`src/rtl/i2s_mic_streamer.sv`:
```
// i2s_mic_streamer
//   Captures one channel of a codec ADC I2S stream and queues the samples in a
//   small FIFO. The samples are presented on a registered valid/ready stream.
//   The I2S inputs are asynchronous; every register runs on clk.
//   Optional build macro QUIET_GEN_EN enables the quiet_period calibration
//   window. The window stays open until CAL_SAMPLES samples have been popped,
//   and cal_request restarts it. Without the macro, quiet_period is tied low.
module i2s_mic_streamer #(
    parameter int unsigned DATA_WIDTH  = 16,
    parameter int unsigned FIFO_DEPTH  = 4,
    parameter int unsigned CHANNEL     = 0,
    parameter int unsigned CAL_SAMPLES = 4096
) (
    input  logic                          clk,
    input  logic                          reset,
    input  logic                          i2s_bclk,
    input  logic                          i2s_lrclk,
    input  logic                          i2s_adcdat,
    output logic [DATA_WIDTH-1:0]         audio_output,
    output logic                          audio_output_valid,
    input  logic                          audio_output_ready,
    output logic [$clog2(FIFO_DEPTH):0]   fill_level,
    output logic                          overflow,
    output logic                          quiet_period,
    input  logic                          cal_request
);

    localparam int unsigned PTR_W    = (FIFO_DEPTH > 1) ? $clog2(FIFO_DEPTH) : 1;
    localparam int unsigned FILL_W   = $clog2(FIFO_DEPTH) + 1;
    localparam int unsigned BITC_W   = (DATA_WIDTH > 1) ? $clog2(DATA_WIDTH) : 1;
    localparam logic        CHAN_BIT = (CHANNEL != 0) ? 1'b1 : 1'b0;

    typedef enum logic [1:0] {
        ST_IDLE  = 2'd0,
        ST_SKIP  = 2'd1,
        ST_SHIFT = 2'd2,
        ST_PUSH  = 2'd3
    } rx_state_t;

    // ------------------------------------------------------------------
    // Synchronisers and bit-clock edge detection
    // ------------------------------------------------------------------
    logic bclk_meta_r, bclk_sync_r, bclk_prev_r;
    logic lr_meta_r, lr_sync_r;
    logic dat_meta_r, dat_sync_r;
    logic lr_prev_r, lr_prev_vld_r;
    logic bclk_rise_s;
    logic lr_change_s;

    // Two-flop synchronisers for the three codec lines, plus bclk history
    always_ff @(posedge clk) begin
        if (reset) begin
            bclk_meta_r <= 1'b0;
            bclk_sync_r <= 1'b0;
            bclk_prev_r <= 1'b0;
            lr_meta_r   <= 1'b0;
            lr_sync_r   <= 1'b0;
            dat_meta_r  <= 1'b0;
            dat_sync_r  <= 1'b0;
        end else begin
            bclk_meta_r <= i2s_bclk;
            bclk_sync_r <= bclk_meta_r;
            bclk_prev_r <= bclk_sync_r;
            lr_meta_r   <= i2s_lrclk;
            lr_sync_r   <= lr_meta_r;
            dat_meta_r  <= i2s_adcdat;
            dat_sync_r  <= dat_meta_r;
        end
    end

    assign bclk_rise_s = bclk_sync_r & ~bclk_prev_r;

    // Word-select history, captured on each bit-clock rise.
    // lr_prev_vld_r blocks a false frame start from the cleared history
    // right after reset.
    always_ff @(posedge clk) begin
        if (reset) begin
            lr_prev_r     <= 1'b0;
            lr_prev_vld_r <= 1'b0;
        end else if (bclk_rise_s) begin
            lr_prev_r     <= lr_sync_r;
            lr_prev_vld_r <= 1'b1;
        end else begin
            lr_prev_r     <= lr_prev_r;
            lr_prev_vld_r <= lr_prev_vld_r;
        end
    end

    assign lr_change_s = bclk_rise_s & lr_prev_vld_r & (lr_sync_r != lr_prev_r);

    // ------------------------------------------------------------------
    // Receive FSM
    // ------------------------------------------------------------------
    rx_state_t             state_r, state_nxt_s;
    logic                  load_cnt_s;
    logic                  shift_en_s;
    logic                  push_s;
    logic [BITC_W-1:0]     bit_cnt_r;
    logic [DATA_WIDTH-1:0] shreg_r;

    // Receive state register
    always_ff @(posedge clk) begin
        if (reset) begin
            state_r <= ST_IDLE;
        end else begin
            state_r <= state_nxt_s;
        end
    end

    // Next-state and datapath strobes. The rise that exposes a word-select
    // change is the I2S delay slot. SKIP only arms the bit counter during the
    // following clk, so the next rise carries the MSB.
    always_comb begin
        state_nxt_s = state_r;
        load_cnt_s  = 1'b0;
        shift_en_s  = 1'b0;
        push_s      = 1'b0;
        case (state_r)
            ST_IDLE: begin
                if (lr_change_s && (lr_sync_r == CHAN_BIT)) begin
                    state_nxt_s = ST_SKIP;
                end else begin
                    state_nxt_s = ST_IDLE;
                end
            end
            ST_SKIP: begin
                load_cnt_s  = 1'b1;
                state_nxt_s = ST_SHIFT;
            end
            ST_SHIFT: begin
                if (lr_change_s) begin
                    // truncated word: drop it and resynchronise to the new slot
                    if (lr_sync_r == CHAN_BIT) begin
                        state_nxt_s = ST_SKIP;
                    end else begin
                        state_nxt_s = ST_IDLE;
                    end
                end else if (bclk_rise_s) begin
                    shift_en_s = 1'b1;
                    if (bit_cnt_r == {BITC_W{1'b0}}) begin
                        state_nxt_s = ST_PUSH;
                    end else begin
                        state_nxt_s = ST_SHIFT;
                    end
                end else begin
                    state_nxt_s = ST_SHIFT;
                end
            end
            ST_PUSH: begin
                push_s      = 1'b1;
                state_nxt_s = ST_IDLE;
            end
            default: begin
                state_nxt_s = ST_IDLE;
            end
        endcase
    end

    // MSB-first shift register and bit counter
    always_ff @(posedge clk) begin
        if (reset) begin
            bit_cnt_r <= {BITC_W{1'b0}};
            shreg_r   <= {DATA_WIDTH{1'b0}};
        end else if (load_cnt_s) begin
            bit_cnt_r <= BITC_W'(DATA_WIDTH - 1);
            shreg_r   <= shreg_r;
        end else if (shift_en_s) begin
            shreg_r[bit_cnt_r] <= dat_sync_r;
            bit_cnt_r          <= bit_cnt_r - BITC_W'(1);
        end else begin
            bit_cnt_r <= bit_cnt_r;
            shreg_r   <= shreg_r;
        end
    end

    // ------------------------------------------------------------------
    // Sample FIFO with registered head
    // ------------------------------------------------------------------
    logic [DATA_WIDTH-1:0] mem_r [FIFO_DEPTH];
    logic [PTR_W-1:0]      wr_ptr_r, rd_ptr_r;
    logic [PTR_W-1:0]      wr_ptr_nxt_s, rd_ptr_nxt_s;
    logic [FILL_W-1:0]     count_r, count_nxt_s;
    logic [DATA_WIDTH-1:0] head_nxt_s;
    logic                  full_s, pop_s, push_ok_s, drop_s;
    logic                  valid_r, overflow_r;
    logic [DATA_WIDTH-1:0] out_r;

    assign full_s    = (count_r == FILL_W'(FIFO_DEPTH));
    assign pop_s     = valid_r & audio_output_ready;
    // when full, a simultaneous pop makes room for the incoming sample
    assign push_ok_s = push_s & (~full_s | pop_s);
    assign drop_s    = push_s & full_s & ~pop_s;

    // Next pointers, occupancy and next head value. A sample written this
    // cycle into the slot about to become the head is forwarded directly.
    always_comb begin
        wr_ptr_nxt_s = wr_ptr_r;
        rd_ptr_nxt_s = rd_ptr_r;
        count_nxt_s  = count_r;
        head_nxt_s   = {DATA_WIDTH{1'b0}};
        if (push_ok_s) begin
            wr_ptr_nxt_s = wr_ptr_r + PTR_W'(1);
        end else begin
            wr_ptr_nxt_s = wr_ptr_r;
        end
        if (pop_s) begin
            rd_ptr_nxt_s = rd_ptr_r + PTR_W'(1);
        end else begin
            rd_ptr_nxt_s = rd_ptr_r;
        end
        case ({push_ok_s, pop_s})
            2'b10:   count_nxt_s = count_r + FILL_W'(1);
            2'b01:   count_nxt_s = count_r - FILL_W'(1);
            default: count_nxt_s = count_r;
        endcase
        if (push_ok_s && (wr_ptr_r == rd_ptr_nxt_s)) begin
            head_nxt_s = shreg_r;
        end else begin
            head_nxt_s = mem_r[rd_ptr_nxt_s];
        end
    end

    // FIFO storage write
    always_ff @(posedge clk) begin
        if (reset) begin
            for (int i = 0; i < int'(FIFO_DEPTH); i++) begin
                mem_r[i] <= {DATA_WIDTH{1'b0}};
            end
        end else if (push_ok_s) begin
            mem_r[wr_ptr_r] <= shreg_r;
        end
    end

    // Pointers, occupancy, registered stream outputs and sticky overflow
    always_ff @(posedge clk) begin
        if (reset) begin
            wr_ptr_r   <= {PTR_W{1'b0}};
            rd_ptr_r   <= {PTR_W{1'b0}};
            count_r    <= {FILL_W{1'b0}};
            valid_r    <= 1'b0;
            out_r      <= {DATA_WIDTH{1'b0}};
            overflow_r <= 1'b0;
        end else begin
            wr_ptr_r <= wr_ptr_nxt_s;
            rd_ptr_r <= rd_ptr_nxt_s;
            count_r  <= count_nxt_s;
            valid_r  <= (count_nxt_s != {FILL_W{1'b0}});
            if (count_nxt_s != {FILL_W{1'b0}}) begin
                out_r <= head_nxt_s;
            end else begin
                out_r <= out_r;
            end
            if (drop_s) begin
                overflow_r <= 1'b1;
            end else begin
                overflow_r <= overflow_r;
            end
        end
    end

    assign audio_output       = out_r;
    assign audio_output_valid = valid_r;
    assign fill_level         = count_r;
    assign overflow           = overflow_r;

    // ------------------------------------------------------------------
    // Quiet-period calibration window
    // ------------------------------------------------------------------
`ifdef QUIET_GEN_EN
    localparam int unsigned CAL_W = $clog2(CAL_SAMPLES + 1);

    logic [CAL_W-1:0] cal_cnt_r, cal_cnt_nxt_s;
    logic             quiet_r;

    // Saturating pop counter; a restart request wins over a coincident pop
    always_comb begin
        cal_cnt_nxt_s = cal_cnt_r;
        if (cal_request) begin
            cal_cnt_nxt_s = {CAL_W{1'b0}};
        end else if (pop_s && (cal_cnt_r < CAL_W'(CAL_SAMPLES))) begin
            cal_cnt_nxt_s = cal_cnt_r + CAL_W'(1);
        end else begin
            cal_cnt_nxt_s = cal_cnt_r;
        end
    end

    // Window counter and registered window flag
    always_ff @(posedge clk) begin
        if (reset) begin
            cal_cnt_r <= {CAL_W{1'b0}};
            quiet_r   <= 1'b1;
        end else begin
            cal_cnt_r <= cal_cnt_nxt_s;
            quiet_r   <= (cal_cnt_nxt_s < CAL_W'(CAL_SAMPLES));
        end
    end

    assign quiet_period = quiet_r;
`else
    logic cal_request_unused_s;

    assign cal_request_unused_s = cal_request;
    assign quiet_period         = 1'b0;
`endif

endmodule

```
`config.mk`:
```
export PLATFORM = sky130hd
export DESIGN_NAME = i2s_mic_streamer
export DESIGN_NICKNAME = d
export VERILOG_FILES = /design/src/rtl/i2s_mic_streamer.sv
export SDC_FILE = /design/constraint.sdc
export NUM_CORES = 1
export LEC_CHECK = 0
export CAP_MARGIN = 20
export CORE_AREA = 2 2 129 131
export CTS_CLUSTER_DIAMETER = 30
export DETAILED_ROUTE_END_ITERATION = 8
export DIE_AREA = 0 0 131 133
export GPL_TIMING_DRIVEN = 0
export PLACE_DENSITY_LB_ADDON = 0.05
export SLEW_MARGIN = 0
export SYNTH_ARGS = -nofsm -noshare
export SYNTH_HDL_FRONTEND = slang
export SYNTH_SLANG_ARGS = --single-unit
```
`constraint.sdc`:
```
create_clock -name clk -period 3.1 [get_ports clk]
set_input_delay 0.465 -clock clk [delete_from_list [all_inputs] [get_ports clk]]
set_output_delay 0.465 -clock clk [all_outputs]
set_load 0.01 [all_outputs]
```
==> impl_metrics.toml <==
[clock_tree]
tritoncts = "yes"
numCtsBuffers = 17
cts_buffer_depth = 2
clk_latency_ns = 0.41
cts_num_sinks = 120
cts_root_buf = "clkbuf_16"
htree_levels = 4
clk_pin_slew_ns = 0.05

[cells_and_area]
stdcell_area_um2 = 6660
fin_nets = 598
fin_util_pct = 41.2
synthToLayoutAreaGrowth_pct = 20.5
n_fill_cell = 1575
insertedDiodeCount = 0
final_layout_size_suffix_gt1_share_pct = 11.5

[synth]
synth-compound-area-share_pct = 16.5
synth.area.mux_share_pct = 6.34
synthArstFlopShare_pct = 0
synth.avg_cell_area_um2 = 10.2
ys_seq_area_share_pct = 55.1
yosysTopAreaCellShare_pct = 34.8
synthSimpleGateAreaFrac_pct = 14.4
synth_area_leaders = "edfxtp_1, dfxtp_1, nor2_1, a21oi_1, mux2_2"
ys_warn_count = 0
syn-cell-area_um2 = 5520
synth_nets = 553
yosys.area.top_type = "edfxtp_1"
synth_cell_type_count = 49
synth-xor-area-share_pct = 1.27
synth_flop_cell = "edfxtp_1"
synth-edff-count = 64
synth_top_family_by_area = "compound AO/OA/AOI/OAI gates"
synthAdderAreaFrac_pct = 1.49
synth_cells = 540
synth_seq_cells = 120

[worst_setup_path]
crit_family = "compound AO/OA/AOI/OAI gates"
crit_type = "input port to register"
path_max_fanout = 10
cp-end-kind = "register"
slowest_stage = "clkdlybuf4s50_1"
reg2reg_from = "audio_output_valid"
r2r_cells = 9
startpoint = "audio_output_ready"
worstPathCellList = "clkdlybuf4s50_1 -> and2_1 -> buf_2 -> nand2_1 -> fa_2 -> o311a_4 -> o31ai_4 -> buf_4 -> a21oi_1 -> a21oi_1"
path_common_cell = "a21oi_1"
required_ns = 3.43
rr_endpoint = "audio_output[7]"
critPathBufInv = 3
cp_slowest_stage_delay_ns = 0.49
critPathLaunchType = "input port"
r2r_slack_ns = 0.46
cp.arrival_ns = 3.17

[grt]
globalRouteOverflowTotal = 0
grt.total_usage_pct = 18.4
antenna_found_initial = 0
grt_pass1_vias = 4009
grt_max_degree = 17
grt_pass1_wl_mm = 23.6

[placement]
port_buffers = 25
hpwl_mm = 10.9
placed_cell_area_um2 = 6070
gp_congestion = 0.780

[route]
wl_met2_mm = 7.05
top_layer = "met4"
drt-total-wl_mm = 15.3
drt_iter0_drc = 473
via_per_inst = 5.17
wirelength_met1_mm = 7.41
drc = 0
wl_met3_um = 667
firstDrtPassIters = 5
avgRoutedWirePerCell_um = 18.7
antenna_left = 0
routed-via-count = 4227

[sta]
setup_violations = 0
finalHoldViolCount = 0
tightest_slew_ns = 0.871
slew_headroom_pct = 41.8
final_max_slew_viol_count = 0
period_minus_slack_ns = 2.83
max_freq_mhz = 353
finalCritPeriodShare_pct = 91.3
skew_ns = 0.00676
grt_setup_unrepaired = "no"

[job]
cap_violations = 0

[die]
coreArea_um2 = 16200
design.die.area_um2 = 17400
rows = 47
chipWidth_um = 131
initial_core_util_pct = 34.2
num_io_pins = 29
fp.dieH_um = 133

[run_status]
status = "completed"

[min_path]
hold_path_class = "input port to register"
min-delay-start = "reset"
hold_end = "dat_meta_r"
hold_depth = 2

[power]
power.density_nw_per_um2 = 653
peakVddDrop_mv = 0.371
p_total_w = 0.00435
p_leak_nw = 2.49
## per-layer routing
layer | GRT usage, % | vias up
met4 | 6.03 | 0
li1 | - | 2035
met1 | 26.8 | 2066
met3 | 3.52 | 14
met2 | 27.5 | 112
met5 | 0 | -
## per-stage QoR
step | hold slack [ns] | setup WS, ns | setup TNS, ns | instances
after global placement | 0.420 | -1.30 | -23.12 | 785
final | 0.417 | 0.268 | 0 | 818
after global routing | 0.463 | 0.0686 | 0 | 818
after detailed placement | 0.430 | -0.266 | -2.73 | 786
after floorplan | 0.414 | 0.555 | 0 | 540
after CTS | 0.425 | 0.155 | 0 | 818
## kinds of logic after synthesis
logic type	count (synthesis)
other	1
and+or+nand+nor	168
AOI/OAI and AO/OA	140
xor gates and xnor gates	8
DFF	120
adders and majority gates	6
muxes	33
buffers and inverters	64
## placed cells by master, fill, tap and decap left out, drive strengths merged, types with 8 or more instances in the layout
master / instances
nor2: 66
edfxtp: 64
dfxtp: 56
clkbuf: 46
a21oi: 42
o21ai: 38
nand2: 33
inv: 25
clkdlybuf4s50: 25
nand3: 20
and2: 18
mux2i: 17
mux2: 16
o221ai: 16
o22ai: 15
o211ai: 15
buf: 15
nor2b: 11
clkinv: 8
## how the worst max path moves through the flow
stage	to	slack, ns	cells past startpoint
floorplan	mem_r[3][0]	0.55	4
global placement	mem_r[3][12]	-1.30	5
detailed placement	audio_output[15]	-0.27	10
CTS	audio_output[7]	0.15	10
global route	audio_output[9]	0.07	10
finish	audio_output[7]	0.27	10
## worst register-to-register path, cell delays in order, from the launching register on
cell and delay (ns):
dfxtp_1 0.36, and2_1 0.13, buf_2 0.21, nand2_1 0.15
fa_2 0.41, o311a_4 0.42, o31ai_4 0.41, buf_4 0.28
a21oi_1 0.06, a21oi_1 0.16
## power by group
group | internal, W | total, W | switching [W]
clock network | 0.00129 | 0.00200 | 0.000704
logic | 0.000224 | 0.000534 | 0.000309
registers | 0.00176 | 0.00182 | 0.0000565
total | 0.00328 | 0.00435 | 0.00107
## repair_timing
item                       4_1_cts  5_1_grt
setup endpoints to repair        0        8
setup buffers                    0        0
hold buffers                     0        0
gates resized for setup          0        1
## cell usage after synthesis (6+ instances only)
| cell type | number |
|---|---|
| nor2_1 | 66 |
| edfxtp_1 | 64 |
| dfxtp_1 | 56 |
| a21oi_1 | 40 |
| nand2_1 | 32 |
| o21ai_0 | 32 |
| clkbuf_1 | 25 |
| inv_1 | 25 |
| nand3_1 | 20 |
| and2_1 | 18 |
| mux2i_1 | 17 |
| mux2_2 | 16 |
| o221ai_1 | 16 |
| o211ai_1 | 15 |
| o22ai_1 | 15 |
| nor2b_1 | 11 |
| buf_2 | 8 |
| nand4_1 | 6 |
| o21ai_1 | 6 |
## state kept, by name, indices dropped and copies added, names as in the netlist, 2 cells and up
| signal | cells |
|---|---|
| audio_output | 16 |
| fill_level | 3 |
| shreg_r | 16 |
| mem_r | 64 |
| wr_ptr_r | 2 |
| rd_ptr_r | 2 |
| state_r | 2 |
| bit_cnt_r | 4 |
## layout make-up
class | count | area, µm² | share of cell area, %
multi-input combinational | 356 | 2220 | 33.3
clock inverter | 11 | 128 | 1.92
sequential | 120 | 3040 | 45.7
clock buffer | 21 | 460 | 6.91
buffer | 39 | 175 | 2.63
tap | 220 | 275 | 4.13
inverter | 25 | 93.8 | 1.41
timing repair buffer | 26 | 265 | 3.98
(Power assumes the default switching activity.)
